## src/rtl/mem_arbiter_if.sv

```systemverilog
// Bus bundle for the two-port memory arbiter: requester handshakes plus the memory-side strobes.
// The slave modport is the arbiter's view; the master modport is the requesters/memory environment.
interface mem_arbiter_if #(
    parameter int AWIDTH = 5,
    parameter int DWIDTH = 8
);
    logic              req_0;
    logic              req_1;
    logic              wr_0;
    logic              wr_1;
    logic [AWIDTH-1:0] addr_0;
    logic [AWIDTH-1:0] addr_1;
    logic [DWIDTH-1:0] wdata_0;
    logic [DWIDTH-1:0] wdata_1;
    logic              ack_0;
    logic              ack_1;
    logic [DWIDTH-1:0] rdata_0;
    logic [DWIDTH-1:0] rdata_1;
    logic              busy;
    logic              mem_rd;
    logic              mem_wr;
    logic [AWIDTH-1:0] mem_addr;
    logic [DWIDTH-1:0] mem_wdata;
    logic              mem_data_e;
    logic [DWIDTH-1:0] mem_rdata;

    modport slave (
        input  req_0, req_1, wr_0, wr_1, addr_0, addr_1, wdata_0, wdata_1, mem_rdata,
        output ack_0, ack_1, rdata_0, rdata_1, busy,
        output mem_rd, mem_wr, mem_addr, mem_wdata, mem_data_e
    );

    modport master (
        output req_0, req_1, wr_0, wr_1, addr_0, addr_1, wdata_0, wdata_1, mem_rdata,
        input  ack_0, ack_1, rdata_0, rdata_1, busy,
        input  mem_rd, mem_wr, mem_addr, mem_wdata, mem_data_e
    );
endinterface

```

## src/rtl/mem_arbiter.sv

```systemverilog
// Two-port memory arbiter: IDLE -> ACCESS -> ACK, one access per three cycles.
// Define MEM_ARBITER_ROUND_ROBIN_EN for round-robin contention; default is fixed priority to port 0.
module mem_arbiter #(
    parameter int AWIDTH = 5,
    parameter int DWIDTH = 8
) (
    input  logic          clk,
    input  logic          rst,
    mem_arbiter_if.slave  bus
);
    typedef enum logic [1:0] {IDLE = 2'd0, ACCESS = 2'd1, ACK = 2'd2} state_t;

    state_t            state_q, state_d;
    logic [1:0]        req_w;
    logic              start_w;
    logic              grant_id;
    logic              id_q;
    logic              wr_q;
    logic [AWIDTH-1:0] addr_q;
    logic [DWIDTH-1:0] wdata_q;
    logic [DWIDTH-1:0] rdata_q [2];

    assign req_w   = {bus.req_1, bus.req_0};
    assign start_w = (state_q == IDLE) && (|req_w);

`ifdef MEM_ARBITER_ROUND_ROBIN_EN
    logic ptr_q;

    // Contention goes to the pointed-at port; a lone request always wins.
    assign grant_id = (&req_w) ? ptr_q : req_w[1];

    always_ff @(posedge clk) begin
        if (rst) begin
            ptr_q <= 1'b0;
        end else if (start_w) begin
            ptr_q <= ~grant_id;
        end
    end
`else
    assign grant_id = ~req_w[0];
`endif

    always_ff @(posedge clk) begin
        if (rst) begin
            state_q <= IDLE;
        end else begin
            state_q <= state_d;
        end
    end

    always_comb begin
        state_d = state_q;
        case (state_q)
            IDLE:    if (|req_w) state_d = ACCESS;
            ACCESS:  state_d = ACK;
            ACK:     state_d = IDLE;
            default: state_d = IDLE;
        endcase
    end

    // Winner's request is frozen here so requester inputs are don't-care until the next IDLE.
    always_ff @(posedge clk) begin
        if (rst) begin
            id_q    <= 1'b0;
            wr_q    <= 1'b0;
            addr_q  <= '0;
            wdata_q <= '0;
        end else if (start_w) begin
            id_q    <= grant_id;
            wr_q    <= grant_id ? bus.wr_1    : bus.wr_0;
            addr_q  <= grant_id ? bus.addr_1  : bus.addr_0;
            wdata_q <= grant_id ? bus.wdata_1 : bus.wdata_0;
        end
    end

    for (genvar gi = 0; gi < 2; gi++) begin : g_port
        localparam logic PORT_ID = 1'(gi);

        always_ff @(posedge clk) begin
            if (rst) begin
                rdata_q[gi] <= '0;
            end else if (state_q == ACCESS && !wr_q && id_q == PORT_ID) begin
                rdata_q[gi] <= bus.mem_rdata;
            end
        end
    end

    assign bus.rdata_0 = rdata_q[0];
    assign bus.rdata_1 = rdata_q[1];

    always_comb begin
        bus.busy       = (state_q != IDLE);
        bus.mem_rd     = 1'b0;
        bus.mem_wr     = 1'b0;
        bus.mem_data_e = 1'b0;
        bus.mem_addr   = '0;
        bus.mem_wdata  = '0;
        bus.ack_0      = (state_q == ACK) && !id_q;
        bus.ack_1      = (state_q == ACK) &&  id_q;
        if (state_q == ACCESS) begin
            bus.mem_addr   = addr_q;
            bus.mem_wdata  = wdata_q;
            bus.mem_rd     = !wr_q;
            bus.mem_wr     = wr_q;
            bus.mem_data_e = wr_q;
        end
    end
endmodule

```

## src/flat_wrapper.sv

```systemverilog
// flat-port wrapper written by rule: the top's interface ports become plain ports
module mem_arbiter_flat 
#(
    parameter int AWIDTH = 5,
    parameter int DWIDTH = 8
)
  (clk, rst, bus_req_0, bus_req_1, bus_wr_0, bus_wr_1, bus_addr_0, bus_addr_1, bus_wdata_0, bus_wdata_1, bus_mem_rdata, bus_ack_0, bus_ack_1, bus_rdata_0, bus_rdata_1, bus_busy, bus_mem_rd, bus_mem_wr, bus_mem_addr, bus_mem_wdata, bus_mem_data_e);
  mem_arbiter_if #(.AWIDTH(AWIDTH), .DWIDTH(DWIDTH)) bus_i ();
  input  logic clk;
  input  logic rst;
  input wire logic [$bits(bus_i.req_0)-1:0] bus_req_0;
  input wire logic [$bits(bus_i.req_1)-1:0] bus_req_1;
  input wire logic [$bits(bus_i.wr_0)-1:0] bus_wr_0;
  input wire logic [$bits(bus_i.wr_1)-1:0] bus_wr_1;
  input wire logic [$bits(bus_i.addr_0)-1:0] bus_addr_0;
  input wire logic [$bits(bus_i.addr_1)-1:0] bus_addr_1;
  input wire logic [$bits(bus_i.wdata_0)-1:0] bus_wdata_0;
  input wire logic [$bits(bus_i.wdata_1)-1:0] bus_wdata_1;
  input wire logic [$bits(bus_i.mem_rdata)-1:0] bus_mem_rdata;
  output wire logic [$bits(bus_i.ack_0)-1:0] bus_ack_0;
  output wire logic [$bits(bus_i.ack_1)-1:0] bus_ack_1;
  output wire logic [$bits(bus_i.rdata_0)-1:0] bus_rdata_0;
  output wire logic [$bits(bus_i.rdata_1)-1:0] bus_rdata_1;
  output wire logic [$bits(bus_i.busy)-1:0] bus_busy;
  output wire logic [$bits(bus_i.mem_rd)-1:0] bus_mem_rd;
  output wire logic [$bits(bus_i.mem_wr)-1:0] bus_mem_wr;
  output wire logic [$bits(bus_i.mem_addr)-1:0] bus_mem_addr;
  output wire logic [$bits(bus_i.mem_wdata)-1:0] bus_mem_wdata;
  output wire logic [$bits(bus_i.mem_data_e)-1:0] bus_mem_data_e;
  assign bus_i.req_0 = bus_req_0;
  assign bus_i.req_1 = bus_req_1;
  assign bus_i.wr_0 = bus_wr_0;
  assign bus_i.wr_1 = bus_wr_1;
  assign bus_i.addr_0 = bus_addr_0;
  assign bus_i.addr_1 = bus_addr_1;
  assign bus_i.wdata_0 = bus_wdata_0;
  assign bus_i.wdata_1 = bus_wdata_1;
  assign bus_i.mem_rdata = bus_mem_rdata;
  assign bus_ack_0 = bus_i.ack_0;
  assign bus_ack_1 = bus_i.ack_1;
  assign bus_rdata_0 = bus_i.rdata_0;
  assign bus_rdata_1 = bus_i.rdata_1;
  assign bus_busy = bus_i.busy;
  assign bus_mem_rd = bus_i.mem_rd;
  assign bus_mem_wr = bus_i.mem_wr;
  assign bus_mem_addr = bus_i.mem_addr;
  assign bus_mem_wdata = bus_i.mem_wdata;
  assign bus_mem_data_e = bus_i.mem_data_e;
  mem_arbiter #(.AWIDTH(AWIDTH), .DWIDTH(DWIDTH)) u_core (.clk(clk), .rst(rst), .bus(bus_i));
endmodule
```

## config.mk

```make
export PLATFORM = sky130hd
export DESIGN_NAME = mem_arbiter_flat
export DESIGN_NICKNAME = d
export VERILOG_FILES = /design/src/rtl/mem_arbiter_if.sv /design/src/rtl/mem_arbiter.sv /design/src/flat_wrapper.sv
export SDC_FILE = /design/constraint.sdc
export NUM_CORES = 1
export LEC_CHECK = 0
export CAP_MARGIN = 20
export CORE_MARGIN = 10
export CORE_UTILIZATION = 44
export CTS_CLUSTER_SIZE = 14
export DETAILED_ROUTE_END_ITERATION = 8
export PLACE_DENSITY = 0.92
export SLEW_MARGIN = 10
export SYNTH_ARGS = -nofsm -noshare
export SYNTH_HDL_FRONTEND = slang
export SYNTH_SLANG_ARGS = --single-unit
```

## constraint.sdc

```tcl
create_clock -name clk -period 3.3 [get_ports clk]
set_clock_uncertainty 0.2 [all_clocks]
set_input_delay 0.66 -clock clk [delete_from_list [all_inputs] [get_ports clk]]
set_output_delay 0.66 -clock clk [all_outputs]
set_load 0.1 [all_outputs]
```

==> results of run 1 <==
## critical path, delay by kind of cell, from the launching register on
family	cells	cell delay (ps)
AND/OR/NAND/NOR	2	1010
flip-flops	1	420
buffers and inverters	1	210
## metrics by stage
stage / worst slack [ps] / std cells / area, sq um / hold slack (ps) / power (uW)
after CTS: 429 / 254 / 2310 / 325 / 1090
after global placement: 876 / 246 / 2260 / 303 / 876
after detailed placement: 802 / 246 / 2260 / 316 / 884
after global routing: 324 / 255 / 2320 / 352 / 1130
after floorplan: 530 / 134 / 1580 / 290 / 777
final: 469 / 255 / 2320 / 321 / 1080
## kinds of logic after synthesis
kind of cell | Yosys count | synth area share [%]
DFF | 33 | 52.0
and+or+nand+nor | 42 | 17.7
muxes | 14 | 8.88
AOI/OAI and AO/OA | 32 | 16.0
buffers and inverters | 13 | 5.39
## placed cells by master, fill, tap and decap left out, types with 2 or more instances in the layout
cell type / netlist / routed
clkbuf_4: 0 / 5
clkdlybuf4s50_1: 0 / 39
a211oi_1: 5 / 5
dfxtp_1: 17 / 17
clkinv_2: 0 / 2
inv_1: 2 / 2
mux2i_1: 14 / 14
buf_12: 0 / 2
a21oi_1: 15 / 15
a211oi_2: 10 / 10
nor2_1: 2 / 2
edfxtp_1: 16 / 16
and2_1: 30 / 30
buf_4: 1 / 36
## layout make-up
type,count,area (sq um),area share [%]
clock inverters,2,10.0,0.432
flip-flops and latches,33,821,35.4
inverters,2,7.51,0.324
well taps,46,57.6,2.48
multi-input cells,88,677,29.2
clock buffers,6,41.3,1.78
repair buffers,78,706,30.4
## cells in the mapped netlist, drive strengths merged (2+ instances only)
cell / number
edfxtp: 16
nor2: 3
mux2i: 14
clkbuf: 4
a211oi: 15
and2: 31
inv: 2
dfxtp: 17
buf: 7
a21oi: 15
## where the power goes
part	switching (uW)	internal [uW]
registers	19.7	465
logic	270	120
clock network	129	81.0
total	418	667
## how the worst min path moves through the flow
| stage | to | slack [ps] |
|---|---|---|
| floorplan | u_core.addr_q[4] | 290 |
| global placement | u_core.addr_q[4] | 300 |
| detailed placement | u_core.wdata_q[7] | 320 |
| CTS | u_core.wdata_q[7] | 320 |
| global route | u_core.wdata_q[4] | 350 |
| finish | u_core.wdata_q[7] | 320 |
## routing by layer
| metal | track usage [%] | vias up | wire length [um] |
|---|---|---|---|
| met5 | 0 | - | 0 |
| met4 | 5.11 | 0 | 81 |
| met3 | 7.32 | 10 | 494 |
| met2 | 22.8 | 69 | 2090 |
| met1 | 12.6 | 600 | 1640 |
| li1 | - | 630 | - |
## state kept, by name, indices dropped and copies added, names as in the netlist
signal,count
u_core.state_q,2
u_core.addr_q,5
u_core.wdata_q,8
u_core.rdata_q,16
u_core.id_q,1
u_core.wr_q,1
==> impl_metrics.py, run 1 <==
metrics = {
    "detailed_routing": {
        "post_drt_wl_per_cell_um": 16.9,
        "drt_first_iter_violations": 48,
        "vias_per_cell": 5.13,
        "routed_wl_um": 4310,
        "detail_route.first_pass.iterations": 4,
        "drcViolationCount": 0,
        "antenna_left": 0,
        "routed-via-count": 1309,
    },
    "setup_path": {
        "path_cells": "nor2b_1, and2_1, buf_12",
        "cp_slowest_cell": "nor2b_1",
        "crit_fanout": 14,
        "cp-startpoint": "u_core.state_q[0]",
        "crit_type": "register to output port",
        "cp_data_arrival_time_ps": 1970,
        "cpPeakStageDelay_ps": 670,
        "endpoint": "bus_mem_wr",
        "crit_path_end_kind": "output port",
        "r2r-start": "u_core.state_q[1]",
        "r2r_cells": 3,
        "r2r_setup_slack_ps": 1320,
        "worstPathRequired_ps": 2440,
        "worstReg2RegEnd": "u_core.rdata_q[0][4]",
        "start_kind": "register",
    },
    "logic_synthesis": {
        "async_flop_share_pct": 0,
        "yosysSeqAreaShare_pct": 52.0,
        "synth_seq_cells": 33,
        "syn_area_sq_um": 1580,
        "avgSynthCellArea_sq_um": 11.8,
        "post-synth-top-area-cell": "edfxtp_1",
        "dominantRegCellSynth": "dfxtp_1",
        "ys_types": 25,
        "synth.area.top_cells": "edfxtp_1 (30%), dfxtp_1 (22%), and2_1 (12%), mux2i_1 (8.9%), a211oi_2 (7.9%)",
        "syn_inst": 134,
        "synth_fp_nets": 174,
        "synth_top_cell_area_share_pct": 30.5,
        "yosysWarnings": 0,
        "synth-edff-count": 16,
    },
    "floorplanning": {
        "rows": 21,
        "pin_count": 75,
        "die_h_um": 79.9,
        "dieArea_sq_um": 6380,
        "start_util_pct": 46.5,
        "die_x_um": 79.9,
        "coreArea_sq_um": 3390,
    },
    "sta": {
        "finalSetupViolations": 0,
        "tns_ps": 0,
        "fin_crit_sh_pct": 85.8,
        "period_minus_slack_ps": 2830,
        "worstMarginPinSlew_ps": 788,
        "slew_viol_final": 0,
        "max_freq_mhz": 353,
        "slew_headroom_pct": 47.4,
        "final_hold_viol_count": 0,
        "rsz0062_at_grt": "false",
    },
    "power_and_ir_drop": {
        "ir_worst_vdd_mv": 0.215,
        "cellPowerDensity_nw_per_um2": 468,
        "p_leak_uw": 0.000980,
    },
    "final_layout": {
        "drive_above_1_share_pct": 29.2,
        "nFillCells": 260,
        "synthToLayoutAreaGrowth_pct": 47.0,
        "final_util_pct": 68.4,
        "fin_nets": 248,
        "diodes": 0,
    },
    "clocking": {
        "cts_resized": 0,
        "clockBufferDepth": 2,
        "clk_latency_ps": 330,
        "clock-sinks": 33,
        "cts_root_buf": "clkbuf_4",
        "path_clk_slew_ps": 100,
        "cts_buffers": 5,
        "htreeDepth": 2,
        "postCtsSetupBuffers": 0,
        "cts_tree": "built",
        "hold_buffers": 0,
    },
    "hold_path": {
        "hp-class": "register to register",
        "holdPathStages": 2,
        "hold_path_startpoint": "u_core.wdata_q[7]",
    },
    "placed_design": {
        "hpwl_um": 3420,
        "gp_congestion": 0.783,
        "port_buffers": 74,
    },
    "global_route": {
        "grtUsageTotal_pct": 13.1,
        "grt_pass1_wl_um": 6640,
        "grt_pass1_vias": 1384,
        "grt_max_degree": 19,
        "antenna_found_initial": 0,
        "grt-ovfl-total": 0,
    },
    "status": {
        "outcome": "complete, no violations",
    },
    "flow_run": {
        "maxCapViolations": 0,
    },
}
(Power assumes the default switching activity.)
==> run 2, diff against run 1 <==
- PLACE_DENSITY: 0.92 -> 0.85
- REMOVE_ABC_BUFFERS: not set -> 1
==> impl_metrics.py, run 2 (synthesis results as in run 1) <==
metrics = {
    "final_layout": {
        "synthToLayoutAreaGrowth_pct": 44.7,
        "post-route-cell-area_sq_um": 2280,
        "final_common_cell": "clkdlybuf4s50_1",
        "fin_nets": 248,
        "largest_register_ffs": 16,
        "layout_common_cells": "clkdlybuf4s50_1 (39), buf_4 (38), and2_1 (30), dfxtp_1 (17), edfxtp_1 (16)",
        "top_regs": "u_core.rdata_q (16), u_core.wdata_q (8), u_core.addr_q (5)",
        "largest-register": "u_core.rdata_q",
        "drive_above_1_share_pct": 27.9,
        "diodes": 0,
        "nFillCells": 260,
    },
    "detailed_routing": {
        "vias_per_cell": 5.06,
        "antenna_left": 0,
        "drt_first_iter_violations": 80,
        "post_drt_wl_per_cell_um": 17.1,
        "detail_route.first_pass.iterations": 4,
        "drcViolationCount": 0,
        "routed_wl_um": 4360,
        "routed-via-count": 1285,
    },
    "clocking": {
        "clock-sinks": 33,
        "cts_tree": "built",
        "clk_latency_ps": 330,
        "path_clk_slew_ps": 90,
        "cts_root_buf": "clkbuf_4",
        "cts_resized": 0,
        "postCtsSetupBuffers": 0,
        "hold_buffers": 0,
        "htreeDepth": 2,
        "clockBufferDepth": 2,
        "cts_buffers": 5,
    },
    "sta": {
        "period_minus_slack_ps": 2870,
        "hold_slack_ps": 326,
        "final_hold_viol_count": 0,
        "fin_crit_sh_pct": 86.9,
        "slew_headroom_pct": 44.2,
        "slew_viol_final": 0,
        "rsz0062_at_grt": "false",
        "worstMarginPinSlew_ps": 836,
        "finalSetupViolations": 0,
        "max_freq_mhz": 349,
    },
    "global_route": {
        "grtUsageTotal_pct": 14.2,
        "grt_pass1_vias": 1443,
        "antenna_found_initial": 0,
        "grt-ovfl-total": 0,
        "grt_max_degree": 20,
        "grt_pass1_wl_um": 7160,
    },
    "power_and_ir_drop": {
        "pwr-share-comb_pct": 36.1,
        "cellPowerDensity_nw_per_um2": 471,
        "p_clk_share_pct": 18.8,
        "ir_worst_vdd_mv": 0.217,
        "power_frac_seq_pct": 45.1,
        "power.total_uw": 1080,
        "p_int_uw": 660,
        "p_leak_uw": 0.000964,
        "sw_frac_of_total_pct": 38.7,
        "netSwitchingPower_uw": 416,
    },
    "floorplanning": {
        "rows": 21,
        "start_util_pct": 46.5,
        "pin_count": 75,
        "die_h_um": 79.9,
        "coreArea_sq_um": 3390,
        "die_x_um": 79.9,
        "dieArea_sq_um": 6380,
    },
    "hold_path": {
        "hp-class": "register to register",
    },
    "setup_path": {
        "r2r_setup_slack_ps": 1640,
        "crit_path_end_kind": "output port",
        "cp_data_arrival_time_ps": 2010,
        "crit_type": "register to output port",
        "crit_fanout": 14,
        "start_kind": "register",
        "worstPathRequired_ps": 2440,
    },
    "placed_design": {
        "port_buffers": 74,
        "hpwl_um": 3350,
        "gp_congestion": 0.783,
        "placed_area_sq_um": 2230,
    },
    "flow_run": {
        "maxCapViolations": 0,
    },
    "status": {
        "outcome": "complete, no violations",
    },
}
[run 2: cell types whose count changed in the layout (fill, tap and decap cells not counted)]
cell      change
buf_12        -2
buf_4         +2
clkinv_2      -2
buf_2         +1
clkbuf_2      -1
clkinv_1      +1
nor3b_1       +1
nor3b_2       -1
[run 2: critical path, cell delays in order (launching register included)]
cell,delay (ps)
dfxtp_1,400
nor2b_1,690
and2_1,280
buf_4,310
[run 2: worst paths after layout]
| check | depth (start not counted) | startpoint | endpoint |
|---|---|---|---|
| setup / recovery | 3 | u_core.state_q[0] | bus_mem_data_e |
| hold / removal | 2 | u_core.wdata_q[7] | u_core.wdata_q[7] |
| setup reg to reg | 3 | u_core.state_q[1] | u_core.rdata_q[0][0] |
| hold reg to reg | 2 | u_core.wdata_q[7] | u_core.wdata_q[7] |
[run 2: power by group through the flow]
stage          Combinational [uW]  Sequential [uW]  Clock (uW)
3_5_place_dp                  388              493           0
4_1_cts                       390              485         208
6_report                      388              485         203
3_3_place_gp                  380              493           0
2_1_floorplan                 174              583           0
5_1_grt                       409              489         228
[run 2: metrics by stage]
stage               setup slack, ps  instances  utilization [%]  TNS, ps
floorplan                      -148        123                -     -148
global placement                827        246             65.9        0
detailed placement              823        246             65.9        0
CTS                             437        253             67.2        0
global route                    273        254             67.4        0
finish                          431        254             67.4        0
[run 2: area by class of cell]
| type | count | area [sq um] | share of cell area (%) |
|---|---|---|---|
| multi-input combinational | 88 | 672 | 29.4 |
| tap | 46 | 57.6 | 2.52 |
| timing repair buffer | 78 | 681 | 29.8 |
| inverter | 2 | 7.51 | 0.329 |
| clock inverter | 1 | 3.75 | 0.164 |
| clock buffer | 6 | 41.3 | 1.81 |
| sequential | 33 | 821 | 35.9 |
[run 2: metal layers]
layer,vias up,global-route usage [%],wire (um)
li1,624,-,-
met1,587,16.4,1870
met2,67,22.1,1980
met3,7,7.77,463
met4,0,4.23,40
met5,-,0,0
==> RTL change: new RTL, flow settings as in run 1 <==
`DWIDTH` is set to 8 in 3 places; all go to 10.
--- a/src/rtl/mem_arbiter_if.sv
+++ b/src/rtl/mem_arbiter_if.sv
@@ -4,3 +4,3 @@
     parameter int AWIDTH = 5,
-    parameter int DWIDTH = 8
+    parameter int DWIDTH = 10
 );
--- a/src/rtl/mem_arbiter.sv
+++ b/src/rtl/mem_arbiter.sv
@@ -4,3 +4,3 @@
     parameter int AWIDTH = 5,
-    parameter int DWIDTH = 8
+    parameter int DWIDTH = 10
 ) (
--- a/src/flat_wrapper.sv
+++ b/src/flat_wrapper.sv
@@ -4,3 +4,3 @@
     parameter int AWIDTH = 5,
-    parameter int DWIDTH = 8
+    parameter int DWIDTH = 10
 )
Interface: changed (6 resized); port bits go from 75 to 87. No check against the original RTL was run, so the function may have changed too.
==> RTL change against run 1 <==
- final area rose by 26%
- critical path depth did not move
- synthesized area rose by 15%
- worst hold slack improved by 1.7 ps
- die area rose by 11%
- wire length rose by 20%
- maximum frequency rose by 0.55%
- non-clock buffer count rose by 12
- power rose by 32%
- sequential cell count rose by 6
- setup slack improved by 16 ps
==> RTL change: results <==
clock_tree:
  clkSinkCount: 39
  insertion_delay_ps: 280
  cts.clk_slew.worst_paths_ps: 70
grt:
  grt_pass1_vias: 1632
  grt_util_met2_pct: 25.7
  grt_pass1_wl_mm: 8.40
  use_met3_pct: 7.34
  use_met1_pct: 15.4
yosys:
  syn_inst: 153
  synth_commonest_cells: "36 x and2_1, 20 x edfxtp_1, 19 x dfxtp_1"
  synth-seq-area-share_pct: 53.9
  synth_ff_type: "edfxtp_1"
  synth_edf_count: 20
  synth_area_leaders: "edfxtp_1 33%, dfxtp_1 21%, and2_1 12%"
placement:
  dpl-instance-area_um2: 2810
  gp_congestion: 0.700
  numPortBuffers: 86
  place_hpwl_mm: 4.10
layout:
  final-clk-cell-share_pct: 3.69
  layout-drive-gt1-share_pct: 27.6
  clock_buffers: 5
  n_all_buffers: 90
  final_nets: 284
  multi_input_cells: 100
  multi_input_area_share_pct: 26.0
  nonClkBufAreaFrac_pct: 34.3
  syn_to_final_growth_pct: 60.2
  n_fill_cell: 263
route:
  routedWlPerCell_um: 17.9
  routed_wl_mm: 5.16
  vias_per_cell: 5.02
critical_path:
  crit_fanout: 16
  r2r_end: "u_core.rdata_q[1][7]"
  cpPeakStageDelay_ps: 700
power:
  vdd_drop_max_mv: 0.353
  p_leak_nw: 1.19
sta:
  relSlewSlack_pct: 44.1
run_status:
  status: "completed"
[RTL change: cell count changes after synthesis]
cell / delta
dfxtp_1: +2
nor2_2: -1
clkbuf_1: +1
a21oi_1: +2
edfxtp_1: +4
buf_2: -1
a211oi_1: +2
buf_1: +1
nor2_1: +1
and2_1: +6
mux2i_1: +2
[RTL change: where the power goes]
group	switching, mW	internal (mW)
clock network	0.157	0.221
logic	0.319	0.158
registers	0.0211	0.552
[RTL change: worst reg2reg max path: cells and delay by family, from the launching register on]
kind,cells,cell delay (ps)
and+or+nand+nor,3,1110
DFF,1,340
[RTL change: how the worst min path moves through the flow]
| stage | end | slack (ps) |
|---|---|---|
| global placement | u_core.addr_q[4] | 300 |
| CTS | u_core.wdata_q[9] | 320 |
| floorplan | u_core.addr_q[0] | 290 |
| detailed placement | u_core.wdata_q[9] | 310 |
| finish | u_core.wdata_q[8] | 320 |
| global route | u_core.wdata_q[8] | 350 |
[RTL change: cells by family after synthesis]
logic type / Yosys count / synth area share [%]
AND/OR/NAND/NOR: 48 / 17.3
flip-flops: 39 / 53.9
AO/OA/AOI/OAI: 36 / 15.3
multiplexers: 16 / 8.80
buffers and inverters: 14 / 4.81
[RTL change: metrics by stage]
step | total power, mW | hold WS, ps
global route | 1.49 | 350
detailed placement | 1.06 | 314
CTS | 1.44 | 319
finish | 1.43 | 322
floorplan | 0.908 | 291
global placement | 1.05 | 300
[RTL change: metal layers]
layer | part of all wire (%) | up-vias
li1 | - | 721
met1 | 38 | 674
met2 | 52 | 54
met3 | 10 | 2
met4 | 0.29 | 0
met5 | 0 | -
